**src/rtl/mc_ctrl_pkg.sv**
```systemverilog
`default_nettype none
// ============================================================================
//  Module   : mc_ctrl_pkg
//  Purpose  : Shared encodings for the multi-cycle MIPS-16 control sequencer:
//             state codes, opcodes and datapath select codes.
//  Revision : 1.0
// ============================================================================
package mc_ctrl_pkg;

  // Sequencer states; the numeric values appear on the debug state port.
  typedef enum logic [3:0] {
    FETCH    = 4'd0,
    DECODE   = 4'd1,
    EXEC_R   = 4'd2,
    R_WB     = 4'd3,
    EXEC_I   = 4'd4,
    I_WB     = 4'd5,
    MEM_ADDR = 4'd6,
    MEM_RD   = 4'd7,
    LD_WB    = 4'd8,
    MEM_WR   = 4'd9,
    BRANCH   = 4'd10,
    JUMP     = 4'd11
  } state_e;

  // Opcodes (instr[15:12])
  localparam logic [3:0] OP_RTYPE = 4'd0;
  localparam logic [3:0] OP_ADDI  = 4'd1;
  localparam logic [3:0] OP_LW    = 4'd2;
  localparam logic [3:0] OP_SW    = 4'd3;
  localparam logic [3:0] OP_BEQ   = 4'd4;
  localparam logic [3:0] OP_J     = 4'd5;

  // ALU operation select
  localparam logic [1:0] ALU_ADD   = 2'd0;
  localparam logic [1:0] ALU_SUB   = 2'd1;
  localparam logic [1:0] ALU_FUNCT = 2'd2;

  // ALU B-operand select
  localparam logic [1:0] SRCB_B      = 2'd0;
  localparam logic [1:0] SRCB_TWO    = 2'd1;
  localparam logic [1:0] SRCB_SIMM   = 2'd2;
  localparam logic [1:0] SRCB_IMM_SH = 2'd3;

  // PC source select
  localparam logic [1:0] PCSRC_ALU    = 2'd0;
  localparam logic [1:0] PCSRC_ALUOUT = 2'd1;
  localparam logic [1:0] PCSRC_JUMP   = 2'd2;

  // States that wait on the memory-ready handshake.
  function automatic logic is_mem_wait(state_e s);
    return (s == FETCH) || (s == MEM_RD) || (s == MEM_WR);
  endfunction

endpackage
`default_nettype wire

```
**src/rtl/mc_ctrl_fsm_if.sv**
```systemverilog
`default_nettype none
// ============================================================================
//  Module   : mc_ctrl_fsm_if
//  Purpose  : Control bundle between the sequencer (slave) and the datapath /
//             memory side (master).
//  Revision : 1.0
// ============================================================================
interface mc_ctrl_fsm_if #(
  parameter int OPW = 4
);
  logic [OPW-1:0] opcode;
  logic           zero;
  logic           mem_ready;
  logic           pc_we;
  logic           ir_we;
  logic           mdr_we;
  logic           ab_we;
  logic           alu_we;
  logic           rf_we;
  logic           mem_rd;
  logic           mem_wr;
  logic           iord;
  logic           alu_src_a;
  logic [1:0]     alu_src_b;
  logic [1:0]     alu_op;
  logic [1:0]     pc_src;
  logic           reg_dst;
  logic           mem_to_reg;
  logic           illegal;
  logic           bus_err;
  logic [3:0]     state;

  // Datapath side: supplies status, consumes controls.
  modport master (
    output opcode, zero, mem_ready,
    input  pc_we, ir_we, mdr_we, ab_we, alu_we, rf_we, mem_rd, mem_wr, iord,
           alu_src_a, alu_src_b, alu_op, pc_src, reg_dst, mem_to_reg,
           illegal, bus_err, state
  );

  // Sequencer side.
  modport slave (
    input  opcode, zero, mem_ready,
    output pc_we, ir_we, mdr_we, ab_we, alu_we, rf_we, mem_rd, mem_wr, iord,
           alu_src_a, alu_src_b, alu_op, pc_src, reg_dst, mem_to_reg,
           illegal, bus_err, state
  );
endinterface
`default_nettype wire

```
**src/rtl/mem_wait_timer.sv**
```systemverilog
`default_nettype none
// ============================================================================
//  Module   : mem_wait_timer
//  Purpose  : Counts cycles spent waiting on memory; flags when the count has
//             reached MEM_TIMEOUT.
//  Revision : 1.0
// ============================================================================
module mem_wait_timer #(
  parameter int MEM_TIMEOUT = 15,
  parameter int TW          = 4
) (
  input  wire logic clk,
  input  wire logic rst,
  input  wire logic inc_i,
  input  wire logic clr_i,
  output logic      expired_o
);

  logic [TW-1:0] cnt_q;

  // Wait counter: clear has priority over increment.
  always_ff @(posedge clk) begin
    if (rst || clr_i) begin
      cnt_q <= '0;
    end else if (inc_i) begin
      cnt_q <= cnt_q + 1'b1;
    end
  end

  assign expired_o = (cnt_q == TW'(MEM_TIMEOUT));

endmodule
`default_nettype wire

```
**src/rtl/mc_ctrl_fsm.sv**
```systemverilog
`default_nettype none
// ============================================================================
//  Module   : mc_ctrl_fsm
//  Purpose  : Multi-cycle control sequencer for the 16-bit MIPS datapath.
//             FETCH/DECODE/EXEC/MEM/WB with memory-ready wait and timeout.
//  Revision : 1.0
// ============================================================================
module mc_ctrl_fsm
  import mc_ctrl_pkg::*;
#(
  parameter int OPW         = 4,
  parameter int MEM_TIMEOUT = 15,
  parameter int TW          = 4
) (
  input  wire logic     clk,
  input  wire logic     Clear,
  mc_ctrl_fsm_if.slave  bus
);

  state_e state_q;
  logic   is_lw_q;
  logic   illegal_q;
  logic   bus_err_q;

  logic   w_in_wait;
  logic   w_expired;
  logic   w_abort;

  // A timeout only counts when memory is still not ready; completion wins.
  assign w_in_wait = is_mem_wait(state_q);
  assign w_abort   = w_in_wait && !bus.mem_ready && w_expired;

  mem_wait_timer #(
    .MEM_TIMEOUT (MEM_TIMEOUT),
    .TW          (TW)
  ) u_timer (
    .clk       (clk),
    .rst       (Clear),
    .inc_i     (w_in_wait && !bus.mem_ready),
    .clr_i     (!w_in_wait || bus.mem_ready),
    .expired_o (w_expired)
  );

  // State sequencing plus sticky error flags and the latched LW/SW choice.
  always_ff @(posedge clk) begin
    if (Clear) begin
      state_q   <= FETCH;
      is_lw_q   <= 1'b0;
      illegal_q <= 1'b0;
      bus_err_q <= 1'b0;
    end else if (w_abort) begin
      state_q   <= FETCH;
      bus_err_q <= 1'b1;
    end else begin
      case (state_q)
        FETCH:    if (bus.mem_ready) state_q <= DECODE;
        DECODE: begin
          is_lw_q <= (bus.opcode == OPW'(OP_LW));
          case (bus.opcode)
            OPW'(OP_RTYPE): state_q <= EXEC_R;
            OPW'(OP_ADDI):  state_q <= EXEC_I;
            OPW'(OP_LW),
            OPW'(OP_SW):    state_q <= MEM_ADDR;
            OPW'(OP_BEQ):   state_q <= BRANCH;
            OPW'(OP_J):     state_q <= JUMP;
            default: begin
              state_q   <= FETCH;
              illegal_q <= 1'b1;
            end
          endcase
        end
        EXEC_R:   state_q <= R_WB;
        EXEC_I:   state_q <= I_WB;
        MEM_ADDR: state_q <= is_lw_q ? MEM_RD : MEM_WR;
        MEM_RD:   if (bus.mem_ready) state_q <= LD_WB;
        MEM_WR:   if (bus.mem_ready) state_q <= FETCH;
        default:  state_q <= FETCH;
      endcase
    end
  end

  // Moore control decode; PC/IR/MDR loads qualified by mem_ready or zero.
  always_comb begin
    bus.pc_we      = 1'b0;
    bus.ir_we      = 1'b0;
    bus.mdr_we     = 1'b0;
    bus.ab_we      = 1'b0;
    bus.alu_we     = 1'b0;
    bus.rf_we      = 1'b0;
    bus.mem_rd     = 1'b0;
    bus.mem_wr     = 1'b0;
    bus.iord       = 1'b0;
    bus.alu_src_a  = 1'b0;
    bus.alu_src_b  = SRCB_B;
    bus.alu_op     = ALU_ADD;
    bus.pc_src     = PCSRC_ALU;
    bus.reg_dst    = 1'b0;
    bus.mem_to_reg = 1'b0;
    case (state_q)
      FETCH: begin
        bus.mem_rd    = 1'b1;
        bus.alu_src_b = SRCB_TWO;
        bus.pc_we     = bus.mem_ready;
        bus.ir_we     = bus.mem_ready;
      end
      DECODE: begin
        bus.ab_we     = 1'b1;
        bus.alu_we    = 1'b1;
        bus.alu_src_b = SRCB_IMM_SH;
      end
      EXEC_R: begin
        bus.alu_src_a = 1'b1;
        bus.alu_op    = ALU_FUNCT;
        bus.alu_we    = 1'b1;
      end
      R_WB: begin
        bus.rf_we     = 1'b1;
        bus.reg_dst   = 1'b1;
      end
      EXEC_I, MEM_ADDR: begin
        bus.alu_src_a = 1'b1;
        bus.alu_src_b = SRCB_SIMM;
        bus.alu_we    = 1'b1;
      end
      I_WB:     bus.rf_we = 1'b1;
      MEM_RD: begin
        bus.mem_rd    = 1'b1;
        bus.iord      = 1'b1;
        bus.mdr_we    = bus.mem_ready;
      end
      LD_WB: begin
        bus.rf_we      = 1'b1;
        bus.mem_to_reg = 1'b1;
      end
      MEM_WR: begin
        bus.mem_wr    = 1'b1;
        bus.iord      = 1'b1;
      end
      BRANCH: begin
        bus.alu_src_a = 1'b1;
        bus.alu_op    = ALU_SUB;
        bus.pc_src    = PCSRC_ALUOUT;
        bus.pc_we     = bus.zero;
      end
      JUMP: begin
        bus.pc_src    = PCSRC_JUMP;
        bus.pc_we     = 1'b1;
      end
      default: ;
    endcase
    if (Clear) begin
      bus.pc_we  = 1'b0;
      bus.ir_we  = 1'b0;
      bus.mdr_we = 1'b0;
      bus.ab_we  = 1'b0;
      bus.alu_we = 1'b0;
      bus.rf_we  = 1'b0;
      bus.mem_rd = 1'b0;
      bus.mem_wr = 1'b0;
    end
  end

  assign bus.illegal = illegal_q;
  assign bus.bus_err = bus_err_q;
  assign bus.state   = state_q;

endmodule
`default_nettype wire
```
**src/flat_wrapper.sv**
```systemverilog
// flat-port wrapper written by rule: the top's interface ports become plain ports
module mc_ctrl_fsm_flat import mc_ctrl_pkg::*;
#(
  parameter int OPW         = 4,
  parameter int MEM_TIMEOUT = 15,
  parameter int TW          = 4
)
  (clk, Clear, bus_opcode, bus_zero, bus_mem_ready, bus_pc_we, bus_ir_we, bus_mdr_we, bus_ab_we, bus_alu_we, bus_rf_we, bus_mem_rd, bus_mem_wr, bus_iord, bus_alu_src_a, bus_alu_src_b, bus_alu_op, bus_pc_src, bus_reg_dst, bus_mem_to_reg, bus_illegal, bus_bus_err, bus_state);
  mc_ctrl_fsm_if #(.OPW(OPW)) bus_i ();
  input  wire logic clk;
  input  wire logic Clear;
  input wire logic [$bits(bus_i.opcode)-1:0] bus_opcode;
  input wire logic [$bits(bus_i.zero)-1:0] bus_zero;
  input wire logic [$bits(bus_i.mem_ready)-1:0] bus_mem_ready;
  output wire logic [$bits(bus_i.pc_we)-1:0] bus_pc_we;
  output wire logic [$bits(bus_i.ir_we)-1:0] bus_ir_we;
  output wire logic [$bits(bus_i.mdr_we)-1:0] bus_mdr_we;
  output wire logic [$bits(bus_i.ab_we)-1:0] bus_ab_we;
  output wire logic [$bits(bus_i.alu_we)-1:0] bus_alu_we;
  output wire logic [$bits(bus_i.rf_we)-1:0] bus_rf_we;
  output wire logic [$bits(bus_i.mem_rd)-1:0] bus_mem_rd;
  output wire logic [$bits(bus_i.mem_wr)-1:0] bus_mem_wr;
  output wire logic [$bits(bus_i.iord)-1:0] bus_iord;
  output wire logic [$bits(bus_i.alu_src_a)-1:0] bus_alu_src_a;
  output wire logic [$bits(bus_i.alu_src_b)-1:0] bus_alu_src_b;
  output wire logic [$bits(bus_i.alu_op)-1:0] bus_alu_op;
  output wire logic [$bits(bus_i.pc_src)-1:0] bus_pc_src;
  output wire logic [$bits(bus_i.reg_dst)-1:0] bus_reg_dst;
  output wire logic [$bits(bus_i.mem_to_reg)-1:0] bus_mem_to_reg;
  output wire logic [$bits(bus_i.illegal)-1:0] bus_illegal;
  output wire logic [$bits(bus_i.bus_err)-1:0] bus_bus_err;
  output wire logic [$bits(bus_i.state)-1:0] bus_state;
  assign bus_i.opcode = bus_opcode;
  assign bus_i.zero = bus_zero;
  assign bus_i.mem_ready = bus_mem_ready;
  assign bus_pc_we = bus_i.pc_we;
  assign bus_ir_we = bus_i.ir_we;
  assign bus_mdr_we = bus_i.mdr_we;
  assign bus_ab_we = bus_i.ab_we;
  assign bus_alu_we = bus_i.alu_we;
  assign bus_rf_we = bus_i.rf_we;
  assign bus_mem_rd = bus_i.mem_rd;
  assign bus_mem_wr = bus_i.mem_wr;
  assign bus_iord = bus_i.iord;
  assign bus_alu_src_a = bus_i.alu_src_a;
  assign bus_alu_src_b = bus_i.alu_src_b;
  assign bus_alu_op = bus_i.alu_op;
  assign bus_pc_src = bus_i.pc_src;
  assign bus_reg_dst = bus_i.reg_dst;
  assign bus_mem_to_reg = bus_i.mem_to_reg;
  assign bus_illegal = bus_i.illegal;
  assign bus_bus_err = bus_i.bus_err;
  assign bus_state = bus_i.state;
  mc_ctrl_fsm #(.OPW(OPW), .MEM_TIMEOUT(MEM_TIMEOUT), .TW(TW)) u_core (.clk(clk), .Clear(Clear), .bus(bus_i));
endmodule
```
**config.mk**
```make
export PLATFORM = sky130hd
export DESIGN_NAME = mc_ctrl_fsm_flat
export DESIGN_NICKNAME = d
export VERILOG_FILES = /design/src/rtl/mc_ctrl_pkg.sv /design/src/rtl/mc_ctrl_fsm_if.sv /design/src/rtl/mem_wait_timer.sv /design/src/rtl/mc_ctrl_fsm.sv /design/src/flat_wrapper.sv
export SDC_FILE = /design/constraint.sdc
export NUM_CORES = 1
export LEC_CHECK = 0
export BUFFER_PORTS_ARGS = -buffer_cell sky130_fd_sc_hd__buf_4
export CAP_MARGIN = 5
export CORE_MARGIN = 2
export CORE_UTILIZATION = 32
export CTS_CLUSTER_DIAMETER = 100
export DETAILED_ROUTE_END_ITERATION = 6
export PLACE_DENSITY = 0.66
export SLEW_MARGIN = 10
export SYNTH_ARGS = -nofsm -noshare
export SYNTH_HDL_FRONTEND = slang
export SYNTH_SLANG_ARGS = --single-unit
```
**constraint.sdc**
```tcl
create_clock -name clk -period 2.5 [get_ports clk]
set_input_delay 0.5 -clock clk [delete_from_list [all_inputs] [get_ports clk]]
set_output_delay 0.5 -clock clk [all_outputs]
set_load 0.05 [all_outputs]
```
==> results of run 1 <==
layer usage:
| metal | wire [um] | part of all wire, % | vias up | global-route usage [%] |
|---|---|---|---|---|
| li1 | - | - | 437 | - |
| met1 | 905 | 45 | 390 | 18.8 |
| met2 | 964 | 48 | 29 | 25.2 |
| met3 | 129 | 6.5 | 0 | 4.52 |
| met4 | 0 | 0 | 0 | 1.28 |
| met5 | 0 | 0 | - | 0 |
cell type report:
class                   count  area [um2]
clock buffers               4        26.3
fillers                   252        1170
inverters                   4        15.0
multi-input cells          83         544
flip-flops and latches     11         223
well taps                  28        35.0
repair buffers             32         240
cell usage after synthesis (all sizes together), types with 2 or more instances:
master and n:
nor2 21, dfxtp 11, a21oi 8, nand2 8
clkbuf 6, nor3 6, nand2b 5, inv 4
nand3 4, o21ai 3, a211oi 2, a31oi 2
a41o 2, buf 2, nand4b 2, o22ai 2
or4 2, xor2 2
sequential cells by signal, summed over array words and instances, names as in the netlist:
| register | count |
|---|---|
| u_core.bus.bus_err | 1 |
| u_core.bus.illegal | 1 |
| u_core.bus.state | 4 |
| u_core.is_lw_q | 1 |
| u_core.u_timer.cnt_q | 4 |
stage by stage:
stage          hold WS (ns)  cell area, um2  setup TNS (ns)
2_1_floorplan         0.418             821          -0.916
3_3_place_gp          0.427            1050               0
3_5_place_dp          0.440            1050               0
4_1_cts               0.453            1080               0
5_1_grt               0.476            1080               0
6_report              0.451            1080               0
path summary, 6_finish.rpt:
kind / end / slack, ns
setup / recovery: bus_pc_we / 0.20
hold / removal: u_core.u_timer.cnt_q[0] / 0.45
setup reg to reg: u_core.bus.state[2] / 0.69
hold reg to reg: u_core.u_timer.cnt_q[0] / 0.45
timing repair:
item                                    in CTS  in global routing
endpoints found under the setup margin       0                  1
gates resized for setup                      0                  2
hold buffers                                 0                  0
power breakdown:
| group | internal (uW) | switching, uW | leakage (uW) |
|---|---|---|---|
| clock network | 61.6 | 53.7 | 0.0000150 |
| registers | 185 | 25.9 | 0.0000901 |
| logic | 85.3 | 158 | 0.000360 |
| total | 332 | 238 | 0.000466 |
logic make-up after synthesis:
logic type	after synthesis	share of synthesized area [%]
flops	11	28.4
mux	1	1.29
compound gates	25	23.7
xor+xnor	3	3.39
buf+inv	12	7.27
simple gates	53	34.3
fa+ha+maj	1	1.62
==> reports/results.tsv, run 1 <==
metric	value	unit
WL final	2.00	mm
post-synth top area share	28.4	%
via count	856	
clk_skew	0.00505	ns
router iterations before antenna repair	4	
final hold vios	0	
Overflow after GRT	0	
total track usage	14.8	%
initial drt markers	18	
standard-cell row count	17	
Buf+Inv Stages, Crit Path	1	
asr flop ratio synth	0	%
DP Wirelength	1.54	mm
Non-Filler Instances	162	
die height	53.2	um
commonest non-fill, non-tap cell in the layout	buf_4	
part of the cycle the worst path needs	92.1	%
Top delay family on crit path	flip-flops	
RSZ-0062 raised after global routing	no	
Startpoint Class	flip-flop	
Clock Latency Late Sink	0.26	ns
maximum VDD drop	0.368	mV
Worst-Margin Slew	0.576	ns
I/O pin count	32	
Routed wire per std cell	12.3	um
crit path kind	flip-flop to output pin	
minimum clock period	2.30	ns
vias per inst	5.28	
Die Width	53.2	um
Sink Count	11	
DRC violations left	0	
crit path DAT	1.80	ns
Pleak	0.000466	uW
Post-Syn Area	774	um2
final setup violation count	0	
first-pass GRT wire length	3.12	mm
post-route ant nets	0	
Setup Buffers After CTS	0	
Placer Congestion	0.745	
f_max	434	MHz
CTS Root Cell	clkbuf_4	
status	finished, final reports clean	
initial antenna violation count	0	
R2R cell count	4	
Crit Path Max Fanout	18	
Synth Net Count	115	
power density over the cells	526	mW/mm2
FF+latch count, synth	11	
critical path's slowest cell	dfxtp_1	
Max-Cap Viols	0	
Critical Path RT	2.00	ns
Cells after Synth	106	
Worst Setup SP	u_core.bus.state[1]	
TritonCTS clock tree	yes	
largest net degree at the start of global routing	23	
Worst path depth	5	
Nets	144	
cell taking the most area after synthesis	dfxtp_1	
relative slew slack	61.6	%
area of the core	0.00225	mm2
YS warnings	0	
Netlist cell types	36	
main flop type after synthesis	dfxtp_1	
final setup margin	0.198	ns
Worst-path clk slew	0.07	ns
port bufs	31	
sequential share of the synthesized area	28.4	%
CTS H-tree depth	1	
syn avg cell area	7.31	um2
hold crit path type	flip-flop to flip-flop	
total chip power	570	uW
EDFF count, synth	0	
Max stage delay on crit path	0.68	ns
worst hold start	u_core.u_timer.cnt_q[0]	
share of layout cells above drive strength 1	37.3	%
synth top area cells	dfxtp_1 (28%), nor2_1 (10%), a21oi_1 (5.2%)	
Max clock buf depth	2	
vias in the first global route	726	
die area	0.00283	mm2
origin of the critical flop-to-flop path	u_core.bus.state[1]	
commonest cells after routing, fill and taps aside	buf_4 (32), nor2_1 (17), dfxtp_1 (9), nand2_1 (8), a21oi_1 (8)	
Max Slew Vio Count	0	
hold path depth	1	
post-placement setup slack	0.386	ns
Initial Util	34.4	%
total CTS buffers	3	
Layout Area Growth over Synthesis	39.9	%
Worst setup EP type	output pin	
fin util	48.1	%
placed cell count	158	
cells along the critical path	nand2b_1, nor2_4, a21oi_1, o22ai_2, buf_4	
ant diodes	0	
Note: power is estimated with default switching activity, not from simulation.
==> inputs of run 2 (changes only) <==
--- a/config.mk
+++ b/config.mk
@@ -12,6 +12,7 @@
 export CTS_CLUSTER_DIAMETER = 100
 export DETAILED_ROUTE_END_ITERATION = 6
 export PLACE_DENSITY = 0.66
+export REMOVE_ABC_BUFFERS = 1
 export SLEW_MARGIN = 10
 export SYNTH_ARGS = -nofsm -noshare
 export SYNTH_HDL_FRONTEND = slang
==> reports/results.tsv, run 2 (synthesized netlist as in run 1, its figures left out) <==
metric	value	unit	change
status	finished, final reports clean		
vias per inst	5.14		-2.7%
Nets	144		unchanged
Pleak	0.000448	uW	-3.7%
initial antenna violation count	0		unchanged
Crit Path Max Fanout	20		+2
ant diodes	0		unchanged
die area	0.00283	mm2	unchanged
commonest non-fill, non-tap cell in the layout	buf_4		
post-route ant nets	0		unchanged
final hold vios	0		unchanged
Die Width	53.2	um	unchanged
crit path DAT	1.81	ns	about the same
Initial Util	34.4	%	unchanged
reg-to-reg critical path endpoint	u_core.bus.state[2]		
# resized after CTS	0		unchanged
initial drt markers	11		-7
Non-Filler Instances	162		unchanged
DP Wirelength	1.43	mm	-7.2%
Reg area	220	um2	-1.1%
minimum clock period	2.31	ns	+0.0108 ns
Overflow after GRT	0		unchanged
Critical Path RT	2.00	ns	about the same
Max stage delay on crit path	0.65	ns	-0.03 ns
Placer Congestion	0.811		+8.9%
CTS Root Cell	clkbuf_4		
hold crit path type	flip-flop to flip-flop		
share of layout cells above drive strength 1	28.4	%	-9.0 points
power density over the cells	542	mW/mm2	+3.0%
hold buffer count at cts	0		unchanged
die height	53.2	um	unchanged
hold path depth	1		unchanged
total track usage	14.4	%	-0.35 points
router iterations before antenna repair	4		unchanged
total CTS buffers	3		unchanged
port bufs	31		unchanged
maximum VDD drop	0.372	mV	+1.1%
origin of the critical flop-to-flop path	u_core.bus.state[0]		
multi-input logic area	498	um2	-8.5%
Setup Buffers After CTS	0		unchanged
vias in the first global route	703		-3.2%
Max clock buf depth	2		unchanged
I/O pin count	32		unchanged
first-pass GRT wire length	3.04	mm	-2.6%
Clock Latency Late Sink	0.26	ns	about the same
Max-Cap Viols	0		unchanged
via count	833		-2.7%
Max Slew Vio Count	0		unchanged
final setup violation count	0		unchanged
f_max	432	MHz	-0.47%
WL final	1.89	mm	-5.3%
TritonCTS clock tree	yes		
worst hold start	u_core.u_timer.cnt_q[0]		
relative slew slack	57.4	%	-4.2 points
Worst-path clk slew	0.07	ns	about the same
critical path's slowest cell	or4_4		
CTS H-tree depth	1		unchanged
Worst-Margin Slew	0.638	ns	+0.0623 ns
standard-cell row count	17		unchanged
largest net degree at the start of global routing	23		unchanged
hold endpoint	u_core.u_timer.cnt_q[0]		
worst reg-to-reg setup slack	0.64	ns	-0.05 ns
commonest cells after routing, fill and taps aside	buf_4 (32), nor2_1 (21), dfxtp_1 (11), nand2_1 (8), a21oi_1 (8)		
Worst Setup SP	u_core.bus.state[0]		
RSZ-0062 raised after global routing	no		
hold_ws	0.449	ns	-0.00235 ns
placed cell count	158		unchanged
Startpoint Class	flip-flop		
Routed wire per std cell	11.7	um	-5.3%
DRC violations left	0		unchanged
crit path kind	flip-flop to output pin		
fill count	242		-4.0%
Sink Count	11		unchanged
R2R cell count	4		unchanged
Layout Area Growth over Synthesis	33.6	%	
cells along the critical path	or4_4, o22ai_1, buf_4		
part of the cycle the worst path needs	92.5	%	+0.43 points
Worst setup EP type	output pin		
area of the core	0.00225	mm2	unchanged
clk_skew	0.00301	ns	-0.00204 ns
==> run 2: cell counts in the layout (fill, tap and decap cells not counted) <==
Identical to the previous run, type by type.
==> run 2: power breakdown <==
group / leakage [uW] / internal, uW / switching, uW / total, uW
clock network: 0.0000150 / 61.6 / 53.5 / 115
logic: 0.000344 / 82.7 / 153 / 236
registers: 0.0000894 / 185 / 24.8 / 209
total: 0.000448 / 329 / 232 / 560
==> run 2: per-layer routing <==
layer	part of all wire (%)	track usage (%)
met1	49	19.0
met2	43	23.3
met3	6.5	0.847
met4	1.0	7.69
met5	0	0
==> run 2: how the worst max path moves through the flow <==
stage | endpoint | slack [ns]
after floorplan | bus_pc_we | -1.39
after global placement | bus_pc_we | 0.51
after global routing | bus_ab_we | 0.05
after detailed placement | bus_pc_we | 0.48
after CTS | bus_pc_we | 0.18
final | bus_pc_we | 0.19
==> run 2: worst max-delay path: cells and delay by family (launching register included) <==
| family | cells | cell delay, ns |
|---|---|---|
| flip-flops | 1 | 0.50 |
| AND/OR/NAND/NOR | 1 | 0.65 |
| AO/OA/AOI/OAI | 1 | 0.18 |
| buffers and inverters | 1 | 0.22 |
==> run 2: area by class of cell <==
| cell class | instances | area share [%] |
|---|---|---|
| multi-input combinational | 83 | 48.1 |
| timing repair buffer | 32 | 23.2 |
| sequential | 11 | 21.3 |
| tap | 28 | 3.39 |
| clock buffer | 4 | 2.54 |
| inverter | 4 | 1.45 |
==> run 2: through the flow <==
stage / TNS (ns) / setup WS [ns] / util, % / total power (uW) / area, um2
6_report: 0 / 0.187 / 45.9 / 560 / 1030
5_1_grt: 0 / 0.0496 / 45.9 / 595 / 1030
4_1_cts: 0 / 0.185 / 45.9 / 567 / 1030
3_5_place_dp: 0 / 0.485 / 44.7 / 449 / 1010
3_3_place_gp: 0 / 0.507 / 44.7 / 448 / 1010
2_1_floorplan: -4.39 / -1.39 / - / 377 / 733
